--- src/rtl/ram_port_arbiter_pkg.sv ---
// rtl/ram_port_arbiter_pkg.sv - shared processor constants, port indices and arbiter FSM encoding
package ram_port_arbiter_pkg;

  localparam int DATA_SIZE    = 32;
  localparam int ADDRESS_SIZE = 16;

  // Port indices used by the round-robin arbiter and the grant latch
  localparam logic PORT_P0 = 1'b0;
  localparam logic PORT_P1 = 1'b1;

  typedef enum logic [1:0] {
    ST_IDLE = 2'd0,
    ST_ADDR = 2'd1,
    ST_DATA = 2'd2,
    ST_RESP = 2'd3
  } arb_state_t;

endpackage

--- src/rtl/rr_arbiter2.sv ---
// rtl/rr_arbiter2.sv - two-requester round-robin choice, favouring the port not granted last
module rr_arbiter2
  import ram_port_arbiter_pkg::*;
(
  input  logic [1:0] req,
  input  logic       last,
  output logic       grant
);

  // A lone requester wins; on a tie the port that did not win last time goes first
  always_comb begin
    grant = PORT_P0;
    if (req == 2'b11) begin
      grant = (last == PORT_P0) ? PORT_P1 : PORT_P0;
    end else if (req[1]) begin
      grant = PORT_P1;
    end
  end

endmodule

--- src/rtl/ram_port_arbiter.sv ---
// rtl/ram_port_arbiter.sv - two-port arbiter sequencing single-word accesses onto a change-triggered RAM
module ram_port_arbiter
  import ram_port_arbiter_pkg::*;
#(
  parameter int DATA_SIZE    = ram_port_arbiter_pkg::DATA_SIZE,
  parameter int ADDRESS_SIZE = ram_port_arbiter_pkg::ADDRESS_SIZE
) (
  input  logic                    clk,
  input  logic                    rst,
  input  logic                    p0_req,
  input  logic                    p0_we,
  input  logic [ADDRESS_SIZE-1:0] p0_addr,
  input  logic [DATA_SIZE-1:0]    p0_wdata,
  input  logic                    p1_req,
  input  logic                    p1_we,
  input  logic [ADDRESS_SIZE-1:0] p1_addr,
  input  logic [DATA_SIZE-1:0]    p1_wdata,
  output logic                    p0_ack,
  output logic                    p1_ack,
  output logic [DATA_SIZE-1:0]    rdata,
  output logic                    busy,
  output logic                    ram_read_write,
  output logic [ADDRESS_SIZE-1:0] ram_address,
  output logic [DATA_SIZE-1:0]    ram_data_in,
  input  logic [DATA_SIZE-1:0]    ram_data_out
);

  arb_state_t state, state_nxt;

  logic                    grant;
  logic                    last;
  logic                    any_req;
  logic                    lat_port;
  logic                    lat_we;
  logic [ADDRESS_SIZE-1:0] lat_addr;
  logic [DATA_SIZE-1:0]    lat_wdata;
  logic                    sel_we;
  logic [ADDRESS_SIZE-1:0] sel_addr;
  logic [DATA_SIZE-1:0]    sel_wdata;

  assign any_req = p0_req | p1_req;

  rr_arbiter2 u_rr (
    .req   ({p1_req, p0_req}),
    .last  (last),
    .grant (grant)
  );

  // Request fields of whichever port the arbiter picks this cycle
  always_comb begin
    sel_we    = p0_we;
    sel_addr  = p0_addr;
    sel_wdata = p0_wdata;
    if (grant == PORT_P1) begin
      sel_we    = p1_we;
      sel_addr  = p1_addr;
      sel_wdata = p1_wdata;
    end
  end

  // State register
  always_ff @(posedge clk) begin
    if (rst) state <= ST_IDLE;
    else     state <= state_nxt;
  end

  // Next state: only IDLE waits; the access phases always advance
  always_comb begin
    state_nxt = state;
    case (state)
      ST_IDLE: if (any_req) state_nxt = ST_ADDR;
      ST_ADDR: state_nxt = ST_DATA;
      ST_DATA: state_nxt = ST_RESP;
      ST_RESP: state_nxt = ST_IDLE;
      default: state_nxt = ST_IDLE;
    endcase
  end

  // Outputs decoded from state: write mode only in DATA, ack only in RESP
  always_comb begin
    busy           = (state != ST_IDLE);
    ram_read_write = !((state == ST_DATA) && lat_we);
    p0_ack         = (state == ST_RESP) && (lat_port == PORT_P0);
    p1_ack         = (state == ST_RESP) && (lat_port == PORT_P1);
  end

  // Grant latch: freeze the winning request so later input changes cannot disturb it
  always_ff @(posedge clk) begin
    if (rst) begin
      last      <= PORT_P1;
      lat_port  <= PORT_P0;
      lat_we    <= 1'b0;
      lat_addr  <= '0;
      lat_wdata <= '0;
    end else if ((state == ST_IDLE) && any_req) begin
      last      <= grant;
      lat_port  <= grant;
      lat_we    <= sel_we;
      lat_addr  <= sel_addr;
      lat_wdata <= sel_wdata;
    end
  end

  // RAM datapath: inverse data in ADDR then true data in DATA guarantees a change in write mode
  always_ff @(posedge clk) begin
    if (rst) begin
      ram_address <= '0;
      ram_data_in <= '0;
      rdata       <= '0;
    end else begin
      case (state)
        ST_IDLE: begin
          if (any_req) begin
            ram_address <= sel_addr;
            if (sel_we) ram_data_in <= ~sel_wdata;
          end
        end
        ST_ADDR: begin
          if (lat_we) ram_data_in <= lat_wdata;
        end
        ST_DATA: begin
          if (!lat_we) rdata <= ram_data_out;
        end
        default: ;
      endcase
    end
  end

endmodule

--- config.mk ---
export PLATFORM = sky130hd
export DESIGN_NAME = ram_port_arbiter
export DESIGN_NICKNAME = d
export VERILOG_FILES = /design/src/rtl/ram_port_arbiter_pkg.sv /design/src/rtl/rr_arbiter2.sv /design/src/rtl/ram_port_arbiter.sv
export SDC_FILE = /design/constraint.sdc
export NUM_CORES = 1
export LEC_CHECK = 0
export ABC_AREA = 1
export BUFFER_PORTS_ARGS = -buffer_cell sky130_fd_sc_hd__buf_2
export CAP_MARGIN = 20
export CORE_AREA = 5 5 108 110
export CTS_BUF_LIST = sky130_fd_sc_hd__clkbuf_4 sky130_fd_sc_hd__clkbuf_8 sky130_fd_sc_hd__clkbuf_16
export CTS_CLUSTER_SIZE = 28
export DETAILED_ROUTE_END_ITERATION = 16
export DIE_AREA = 0 0 113 115
export GPL_TIMING_DRIVEN = 0
export PLACE_DENSITY = 0.8
export SLEW_MARGIN = 30
export SYNTH_ARGS = -nofsm -noshare
export SYNTH_HDL_FRONTEND = slang
export SYNTH_HIERARCHICAL = 1
export SYNTH_SLANG_ARGS = --single-unit
--- constraint.sdc ---
create_clock -name clk -period 2.81 [get_ports clk]
set_clock_uncertainty 0.2 [all_clocks]
set_input_delay 0.562 -clock clk [delete_from_list [all_inputs] [get_ports clk]]
set_output_delay 0.562 -clock clk [all_outputs]
set_load 0.005 [all_outputs]
==> summary.txt, run 1 <==
Run status
  – Status: complete, no violations

Timing
  – Fin Setup TNS: 0 ps
  – RSZ-0062 raised after global routing: no
  – Final period util: 79.9%
  – Rel. slew slack: 66.3%
  – Final hold viol count: 0
  – Measured slew at the worst slew-check pin: 506 ps
  – Setup violators final: 0
  – Fmax: 0.445 GHz
  – Period minus WS final: 2250 ps
  – Max-slew violations: 0

Pwr
  – Net Switching: 3.03 mW
  – Switching Fraction: 39.4%
  – Combinational group share of total power: 40.7%
  – Peak supply drop: 0.488 mV
  – Power, Total: 7.70 mW
  – Seq pwr share: 33.4%
  – Leak pwr: 3.80 nW
  – Pint: 4.67 mW
  – Clock share of power: 25.9%
  – Pwr Density: 1080 nW/um2

Routing
  – DRT antenna net count: 0
  – Via count: 5795
  – Iter 0 DRT Violations: 391
  – Wire per inst: 12.9 um
  – Via density: 4.79
  – Total Wirelength: 15.6 mm
  – Remaining DRCs: 0
  – DR pass1 iterations: 5

Worst setup path
  – Required time of the worst setup path: 2050 ps
  – Critical path type: reg -> out
  – Critical Path Max Stage Delay: 410 ps
  – Top delay family on crit path: flip-flops
  – CP bufs+invs: 3
  – Most used cell, CP: inv_1
  – CP cell instances: inv_1 -> ha_1 -> inv_1 -> buf_2
  – Critical path data arrival time: 1480 ps
  – Crit. End Element: primary output
  – Critical path's slowest cell: dfxtp_1
  – Nature of the critical path startpoint: flip-flop
  – Critical path fanouts, max: 7

Yosys
  – Netlist cell types: 20
  – FF+latch count, synth: 117
  – Synthesized area: 5320 um2
  – Mean Syn Cell Area: 6.48 um2
  – Syn Nets: 960
  – Seq/Total Area, Yosys: 44.0%
  – Synth warn: 6
  – Synth Instances: 821

Worst hold path
  – Class of the worst hold path: in -> reg

Clock network
  – CTS Buf Count: 17
  – CTS max path bufs: 2
  – CTS tree: done
  – CTS Hold Bufs: 0
  – Clk Latency, worst-skew pair: 490 ps
  – Clock tree sinks: 117
  – Clk slew on worst S/H paths: 60 ps
  – CTS Root Cell: clkbuf_8
  – Post-CTS Setup Inserts: 0
  – CTS HTree Levels: 4
  – Cts repair resizes: 0

Cells and area
  – Area taken by flip-flops and latches: 2340 um2
  – Area of the multi-input gates: 2460 um2
  – Final Instance Area: 7140 um2
  – Fraction of layout cells with a size suffix above 1: 25.6%
  – Fin nets: 1196
  – Diode count: 0
  – Final Non-Filler Cells: 1210
  – P&R area growth vs syn: 34.2%
  – Fillers: 1029

Global route
  – Vias in the first global route: 5385
  – GRT Residual Overflow: 0
  – Overall global routing resource usage: 23.6%
  – Antenna violations before repair: 0
  – First-pass GRT wire length: 24.9 mm
  – Largest net degree at the start of global routing: 17

Floorplanning
  – Core area: 10600 um2
  – Rows: 38
  – Initial Util: 50.2%
  – Die height: 115 um
  – I/O pin cnt: 218
  – DIE WIDTH: 113 um
  – Die area: 13000 um2

Placed design
  – GPL Wtd Cong: 0.849
  – PortBufs: 217
  – Placed Cells: 1178
  – Dpl hpwl: 11.6 mm
  – Dpl cell area: 6580 um2

Run
  – Max-Cap Viols: 0
[state kept, by name, indices dropped and copies added (netlist names)]
| name | count |
|---|---|
| ram_address | 16 |
| lat_we | 1 |
| ram_data_in | 32 |
| lat_port | 1 |
| rdata | 32 |
| lat_wdata | 32 |
| last | 1 |
| state | 2 |
[area by class of cell]
class	instances	area share, %
buffer	51	3.14
multi-input combinational	576	34.5
clock buffer	18	6.00
clock inverter	14	1.81
sequential	117	32.8
inverter	77	4.05
tap	140	2.45
timing repair buffer	217	15.2
[stage by stage]
stage                     util [%]  setup slack (ps)  hold slack [ps]
after CTS                     67.3               535             66.2
after global routing          67.3               437             69.8
after floorplan                  -              1020              224
after global placement        62.0               605              232
final                         67.3               564             90.7
after detailed placement      62.0               612              240
[layer usage]
layer / vias to the layer above / GRT usage, % / wire length (um)
met1: 2554 / 29.7 / 6780
met5: - / 0 / 0
met4: 0 / 10.3 / 386
li1: 3022 / - / -
met2: 189 / 38.5 / 7340
met3: 30 / 5.68 / 1080
[cell usage after synthesis (all sizes together)]
cell type	n	area, um2
clkinv	1	3.75
nand2	220	826
nand3	35	188
clkbuf	29	109
nor2	166	626
o21ai	113	566
a211oi	1	7.51
inv	76	285
buf	22	115
dfxtp	117	2340
a21oi	35	179
ha	5	62.6
o221ai	1	8.76
[logic make-up after synthesis]
| family | count (synthesis) | share of synthesized area, % |
|---|---|---|
| buffers and inverters | 128 | 9.65 |
| AOI/OAI and AO/OA | 150 | 14.3 |
| DFF | 117 | 44.0 |
| adders and majority gates | 5 | 1.18 |
| and+or+nand+nor | 421 | 30.8 |
[path summary, 6_finish.rpt]
path,from,endpoint,slack [ps],cells past startpoint
worst min-delay path,rst,lat_port,90,2
worst max-delay path,state[0],busy,560,4
worst min register to register,lat_wdata[8],lat_wdata[8],250,2
worst max register to register,state[0],lat_wdata[27],710,7
[layout by cell type, fill, tap and decap left out, types with 6 or more instances in the layout]
cell type,count
buf_2,234
inv_1,74
nand3_1,34
clkbuf_16,16
clkbuf_1,29
nor2_1,165
a21oi_1,34
nand2_1,220
dfxtp_1,117
clkinvlp_4,6
o21ai_0,112
[power groups by stage]
stage / Sequential, mW / Clock, mW / Combinational [mW]
2_1_floorplan: 2.64 / 0 / 1.94
3_3_place_gp: 2.57 / 0 / 3.06
3_5_place_dp: 2.60 / 0 / 3.11
4_1_cts: 2.57 / 2.03 / 3.14
5_1_grt: 2.65 / 2.13 / 3.60
6_report: 2.57 / 2.00 / 3.13
Power figures use the tool's default switching activity.
==> inputs of run 2 (changes only) <==
--- a/config.mk
+++ b/config.mk
@@ -8,13 +8,13 @@
 export ABC_AREA = 1
 export BUFFER_PORTS_ARGS = -buffer_cell sky130_fd_sc_hd__buf_2
 export CAP_MARGIN = 20
-export CORE_AREA = 5 5 108 110
+export CORE_AREA = 5 5 112 114
 export CTS_BUF_LIST = sky130_fd_sc_hd__clkbuf_4 sky130_fd_sc_hd__clkbuf_8 sky130_fd_sc_hd__clkbuf_16
 export CTS_CLUSTER_SIZE = 28
 export DETAILED_ROUTE_END_ITERATION = 16
-export DIE_AREA = 0 0 113 115
+export DIE_AREA = 0 0 117 119
 export GPL_TIMING_DRIVEN = 0
-export PLACE_DENSITY = 0.8
+export PLACE_DENSITY = 0.75
 export SLEW_MARGIN = 30
 export SYNTH_ARGS = -nofsm -noshare
 export SYNTH_HDL_FRONTEND = slang
==> constraint.sdc (replaced) <==
create_clock -name clk -period 2.1 [get_ports clk]
set_clock_uncertainty 0.2 [all_clocks]
set_input_delay 0.42 -clock clk [delete_from_list [all_inputs] [get_ports clk]]
set_output_delay 0.42 -clock clk [all_outputs]
set_load 0.005 [all_outputs]
==> summary.txt, run 2 (synthesis gave the netlist of run 1 again) <==
Clock network
  – Clk Latency, worst-skew pair: 400 ps (was 490 ps)
  – CTS Root Cell: clkbuf_16 (was clkbuf_8)
  – CTS Hold Bufs: 0 (unchanged)
  – Cts repair resizes: 0 (unchanged)
  – CTS max path bufs: 2 (unchanged)
  – Post-CTS Setup Inserts: 0 (unchanged)
  – CTS tree: done (unchanged)
  – Clock tree sinks: 117 (unchanged)
  – CTS HTree Levels: 4 (unchanged)
  – CTS Buf Count: 17 (unchanged)
  – Clk slew on worst S/H paths: 50 ps (was 60 ps)

Worst setup path
  – CP bufs+invs: 3 (unchanged)
  – Top delay family on crit path: flip-flops (unchanged)
  – Critical path's slowest cell: dfxtp_1 (unchanged)
  – Critical path data arrival time: 1330 ps (was 1480 ps)
  – Critical path fanouts, max: 7 (unchanged)
  – Nature of the critical path startpoint: flip-flop (unchanged)
  – Required time of the worst setup path: 1480 ps (was 2050 ps)
  – Crit. End Element: primary output (unchanged)
  – Critical path type: reg -> out (unchanged)
  – CP cell instances: inv_1 -> ha_2 -> inv_1 -> buf_2 (was inv_1 -> ha_1 -> inv_1 -> buf_2)
  – Most used cell, CP: inv_1 (unchanged)
  – Critical Path Max Stage Delay: 340 ps (was 410 ps)

Timing
  – Max-slew violations: 0 (unchanged)
  – Final hold viol count: 0 (unchanged)
  – Tightest hold margin: 42.3 ps (was 90.7 ps)
  – Fin Setup TNS: 0 ps (unchanged)
  – Rel. slew slack: 65.9% (was 66.3%)
  – Fmax: 0.512 GHz
  – RSZ-0062 raised after global routing: no (unchanged)
  – Fin worst setup slack: 146 ps (was 564 ps)
  – Setup violators final: 0 (unchanged)
  – Final period util: 93.0%
  – Measured slew at the worst slew-check pin: 511 ps (was 506 ps)
  – Period minus WS final: 1950 ps

Cells and area
  – Diode count: 0 (unchanged)
  – Most frequent cells in the layout: buf_2, nand2_1, nor2_1 (unchanged)
  – Fin nets: 1196 (unchanged)
  – Final core occ: 63.4% (was 67.3%)
  – Most common cell after layout, fill and taps aside: buf_2 (unchanged)
  – P&R area growth vs syn: 35.0% (was 34.2%)
  – Top Registers: lat_wdata (32), ram_data_in (32), rdata (32) (unchanged)
  – Final Instance Area: 7180 um2 (was 7140 um2)
  – Fraction of layout cells with a size suffix above 1: 26.4% (was 25.6%)

Global route
  – Largest net degree at the start of global routing: 17 (unchanged)
  – Antenna violations before repair: 0 (unchanged)
  – GRT Residual Overflow: 0 (unchanged)
  – Overall global routing resource usage: 22.2% (was 23.6%)
  – Vias in the first global route: 5203 (was 5385)
  – First-pass GRT wire length: 24.8 mm (was 24.9 mm)

Routing
  – Wire per inst: 13.0 um (was 12.9 um)
  – DR pass1 iterations: 6 (was 5)
  – Iter 0 DRT Violations: 422 (was 391)
  – Via density: 4.76 (was 4.79)
  – Total Wirelength: 15.7 mm (was 15.6 mm)
  – Remaining DRCs: 0 (unchanged)
  – DRT antenna net count: 0 (unchanged)
  – Via count: 5751 (was 5795)

Run
  – Max-Cap Viols: 0 (unchanged)

Placed design
  – Dpl cell area: 6580 um2 (about the same)
  – GPL Wtd Cong: 0.808 (was 0.849)
  – PortBufs: 217 (unchanged)
  – Dpl hpwl: 11.8 mm (was 11.6 mm)
  – Pre-CTS WS: 25.4 ps (was 612 ps)

Floorplanning
  – DIE WIDTH: 117 um (was 113 um)
  – Core area: 11300 um2 (was 10600 um2)
  – Rows: 39 (was 38)
  – Die area: 13900 um2 (was 13000 um2)
  – Die height: 119 um (was 115 um)
  – Initial Util: 47.0% (was 50.2%)
  – I/O pin cnt: 218 (unchanged)

Worst hold path
  – Class of the worst hold path: in -> reg (unchanged)

Pwr
  – Peak supply drop: 0.700 mV (was 0.488 mV)
  – Pwr Density: 1460 nW/um2 (was 1080 nW/um2)
  – Leak pwr: 3.86 nW (was 3.80 nW)

Run status
  – Status: complete, no violations (unchanged)
run 2: cell types whose count changed in the layout (fill, tap and decap cells not counted), moves of 2 or more:
cell / delta
inv_6: -3
buf_2: -3
clkbuf_4: +5
clkinvlp_4: -6
clkbuf_2: +8
clkbuf_8: +2
clkbuf_1: -7
clkinv_4: -2
run 2: area by class of cell:
cell class	count	area, um2
clock buffer	23	495
fill	1108	4140
tap	143	179
buffer	51	241
timing repair buffer	217	1090
multi-input combinational	576	2460
inverter	77	292
clock inverter	5	75.1
sequential	117	2340
run 2: worst reg2reg max path: cells and delay by family, from the launching register on:
family / cells / cell delay (ps)
adders and majority gates: 1 / 230
buffers and inverters: 3 / 450
DFF: 1 / 380
and+or+nand+nor: 5 / 520
run 2: path summary, 6_finish.rpt:
path / slack (ps) / depth (start not counted) / start / endpoint
worst max register to register: 200 / 9 / state[1] / ram_data_in[0]
worst min-delay path: 40 / 2 / rst / state[1]
worst max-delay path: 150 / 4 / state[1] / busy
worst min register to register: 250 / 2 / lat_wdata[5] / lat_wdata[5]
run 2: through the flow:
stage / cells / power, mW
3_5_place_dp: 1181 / 7.65
4_1_cts: 1209 / 10.5
6_report: 1209 / 10.5
5_1_grt: 1209 / 11.4
3_3_place_gp: 1181 / 7.59
2_1_floorplan: 821 / 6.12
run 2: power by group:
group          internal, mW  switching [mW]
sequential             3.09           0.353
clock                  1.86           0.941
combinational          1.60            2.63
total                  6.55            3.92
run 2: per-layer routing:
metal | vias to the layer above | GRT usage (%) | wire (um)
li1 | 3022 | - | -
met1 | 2549 | 28.3 | 6950
met2 | 168 | 36.6 | 7420
met3 | 12 | 6.09 | 1210
met4 | 0 | 6.52 | 171
met5 | - | 0 | 0
==> inputs of run 3 (changes only) <==
--- a/config.mk
+++ b/config.mk
@@ -8,13 +8,13 @@
 export ABC_AREA = 1
 export BUFFER_PORTS_ARGS = -buffer_cell sky130_fd_sc_hd__buf_2
 export CAP_MARGIN = 20
-export CORE_AREA = 5 5 112 114
+export CORE_AREA = 5 5 116 118
 export CTS_BUF_LIST = sky130_fd_sc_hd__clkbuf_4 sky130_fd_sc_hd__clkbuf_8 sky130_fd_sc_hd__clkbuf_16
 export CTS_CLUSTER_SIZE = 28
 export DETAILED_ROUTE_END_ITERATION = 16
-export DIE_AREA = 0 0 117 119
+export DIE_AREA = 0 0 121 123
 export GPL_TIMING_DRIVEN = 0
-export PLACE_DENSITY = 0.75
+export PLACE_DENSITY = 0.73
 export SLEW_MARGIN = 30
 export SYNTH_ARGS = -nofsm -noshare
 export SYNTH_HDL_FRONTEND = slang
==> constraint.sdc (replaced) <==
create_clock -name clk -period 1.6 [get_ports clk]
set_clock_uncertainty 0.2 [all_clocks]
set_input_delay 0.32 -clock clk [delete_from_list [all_inputs] [get_ports clk]]
set_output_delay 0.32 -clock clk [all_outputs]
set_load 0.005 [all_outputs]
==> summary.txt, run 3 (synthesis gave the netlist of run 1 again) <==
Run status
  – Status: finished with violations (was complete, no violations)
  – Failing checks: setup timing

Global route
  – Largest net degree at the start of global routing: 17 (unchanged)
  – Antenna violations before repair: 3 (was 0)
  – Vias in the first global route: 5371 (was 5203)
  – Overall global routing resource usage: 22.0% (was 22.2%)
  – GRT Residual Overflow: 0 (unchanged)
  – First-pass GRT wire length: 26.1 mm (was 24.8 mm)

Pwr
  – Net Switching: 6.43 mW (was 3.92 mW)
  – Clock share of power: 24.6% (was 26.8%)
  – Leak pwr: 4.40 nW (was 3.86 nW)
  – Switching Fraction: 37.6% (was 37.4%)
  – Pwr Density: 1960 nW/um2 (was 1460 nW/um2)
  – Pint: 10.6 mW (was 6.55 mW)
  – Peak supply drop: 1.13 mV (was 0.700 mV)
  – Seq pwr share: 26.7% (was 32.8%)
  – Combinational group share of total power: 48.7% (was 40.4%)

Floorplanning
  – Die height: 123 um (was 119 um)
  – I/O pin cnt: 218 (unchanged)
  – DIE WIDTH: 121 um (was 117 um)
  – Rows: 41 (was 39)
  – Die area: 14900 um2 (was 13900 um2)
  – Core area: 12400 um2 (was 11300 um2)
  – Initial Util: 43.0% (was 47.0%)

Worst setup path
  – Critical path data arrival time: 1270 ps (was 1330 ps)
  – Critical path's slowest cell: dfxtp_4 (was dfxtp_1)
  – Critical path type: reg -> out (unchanged)
  – Crit. End Element: primary output (unchanged)
  – Reg2reg path depth: 10 (was 9)
  – CP startpoint: state[0] (was state[1])
  – CP cell instances: inv_4 -> ha_4 -> inv_2 -> buf_2 (was inv_1 -> ha_2 -> inv_1 -> buf_2)
  – Top delay family on crit path: flip-flops (unchanged)
  – Critical path fanouts, max: 6 (was 7)
  – Nature of the critical path startpoint: flip-flop (unchanged)
  – CP bufs+invs: 3 (unchanged)
  – Levels on crit path: 4 (unchanged)
  – Worst r2r src: state[1] (unchanged)
  – Critical Path Max Stage Delay: 380 ps (was 340 ps)
  – Required time of the worst setup path: 1080 ps (was 1480 ps)

Cells and area
  – Fin nets: 1252 (was 1196)
  – P&R area growth vs syn: 63.5% (was 35.0%)
  – Most frequent cells in the layout: buf_2, nand2_1, nor2_1 (unchanged)
  – Most common cell after layout, fill and taps aside: buf_2 (unchanged)
  – Final Instance Area: 8690 um2 (was 7180 um2)
  – Fraction of layout cells with a size suffix above 1: 38.3% (was 26.4%)
  – Diode count: 0 (unchanged)
  – Top Registers: lat_wdata (32), ram_data_in (32), rdata (32) (unchanged)
  – Fillers: 1014 (was 1108)

Timing
  – Fin worst setup slack: -187 ps (was 146 ps)
  – Period minus WS final: 1790 ps
  – Final hold viol count: 0 (unchanged)
  – RSZ-0062 raised after global routing: yes (was no)
  – Final period util: 112%
  – Rel. slew slack: 40.7% (was 65.9%)
  – Max-slew violations: 0 (unchanged)
  – Fmax: 0.560 GHz
  – Setup violators final: 70 (was 0)
  – Measured slew at the worst slew-check pin: 890 ps (was 511 ps)

Placed design
  – GPL Wtd Cong: 0.816 (was 0.808)
  – PortBufs: 217 (unchanged)
  – Pre-CTS WS: -404 ps (was 25.4 ps)
  – Dpl hpwl: 11.8 mm (about the same)
  – Dpl cell area: 6640 um2 (was 6580 um2)

Clock network
  – Clk Latency, worst-skew pair: 420 ps (was 400 ps)
  – CTS Root Cell: clkbuf_16 (unchanged)
  – CTS Buf Count: 17 (unchanged)
  – CTS max path bufs: 2 (unchanged)
  – CTS tree: done (unchanged)
  – Clk slew on worst S/H paths: 50 ps (about the same)
  – Clock tree sinks: 117 (unchanged)
  – CTS HTree Levels: 4 (unchanged)

Routing
  – Met2 wire len: 9.32 mm (was 7.42 mm)
  – WL met3: 1.28 mm (was 1.21 mm)
  – Total Wirelength: 18.7 mm (was 15.7 mm)
  – DR pass1 iterations: 5 (was 6)
  – Via density: 4.81 (was 4.76)
  – Remaining DRCs: 0 (unchanged)
  – Wire per inst: 14.4 um (was 13.0 um)
  – WL met1: 7.73 mm (was 6.95 mm)
  – Iter 0 DRT Violations: 362 (was 422)
  – DRT antenna net count: 0 (unchanged)
  – Via count: 6248 (was 5751)
  – Top Layer Used: met5 (was met4)

Worst hold path
  – Min-delay src: ram_data_out[27] (was rst)
  – Hold Path Depth: 3 (was 2)
  – Class of the worst hold path: in -> reg (unchanged)

Run
  – Max-Cap Viols: 0 (unchanged)
==> run 3: cell types whose count changed in the layout (fill, tap and decap cells not counted), sizes merged <==
cell,before,now
clkbuf,56,55
clkinv,3,6
inv,77,76
bufinv,2,5
dlygate4sd3,0,32
nand3,35,36
buf,235,254
clkinvlp,0,4
==> run 3: worst register-to-register path, delay by kind of cell (launching register included) <==
kind / cells / cell delay [ps]
buf+inv: 3 / 360
simple gates: 6 / 590
flops: 1 / 390
fa+ha+maj: 1 / 180
==> run 3: final timing paths <==
| path | to | slack [ps] |
|---|---|---|
| setup reg to reg | ram_data_in[14] | -160 |
| hold / removal | rdata[27] | 20 |
| setup / recovery | busy | -190 |
| hold reg to reg | lat_wdata[7] | 250 |
==> run 3: metrics by stage <==
step	cells	TNS [ps]	util (%)	hold slack, ps	power [mW]
CTS	1280	-4400	63.3	11.8	15.0
global route	1298	-10340	70.3	42.6	18.2
finish	1298	-4860	70.3	17.4	17.1
floorplan	821	-685	-	182	8.10
global placement	1210	-29830	53.7	233	10.0
detailed placement	1210	-33700	53.7	239	10.1
==> run 3: power groups by stage <==
| stage | clock (mW) | combinational (mW) | sequential [mW] |
|---|---|---|---|
| after CTS | 4.26 | 6.19 | 4.54 |
| after floorplan | 0 | 3.46 | 4.64 |
| after global placement | 0 | 5.50 | 4.52 |
| after detailed placement | 0 | 5.55 | 4.56 |
| final | 4.20 | 8.31 | 4.56 |
| after global routing | 4.40 | 9.13 | 4.70 |
==> run 3: timing repair <==
| action | 4_1_cts | 5_1_grt |
|---|---|---|
| gates cloned | 2 | 12 |
| hold endpoints to repair | 34 | 0 |
| hold buffers | 32 | 0 |
| buffers inserted | 4 | 6 |
| endpoints found under the setup margin | 117 | 110 |
| gates resized for setup | 67 | 214 |
| pin swaps | 1 | 25 |
==> run 3: final cells by class <==
type	instances	area (um2)	share of cell area [%]
Buffer	51	439	5.05
Multi-Input combinational cell	577	2930	33.7
Tap cell	172	215	2.48
Sequential cell	117	2350	27.0
Timing Repair Buffer	271	1800	20.7
Clock inverter	13	205	2.36
Inverter	77	304	3.50
Clock buffer	19	447	5.14
Timing Repair inverter	1	7.51	0.0864
==> run 3: routing by layer <==
| layer | GRT usage [%] | vias to the layer above |
|---|---|---|
| li1 | - | 3146 |
| met4 | 7.37 | 6 |
| met2 | 37.3 | 234 |
| met3 | 5.17 | 36 |
| met1 | 27.7 | 2826 |
| met5 | 0 | - |
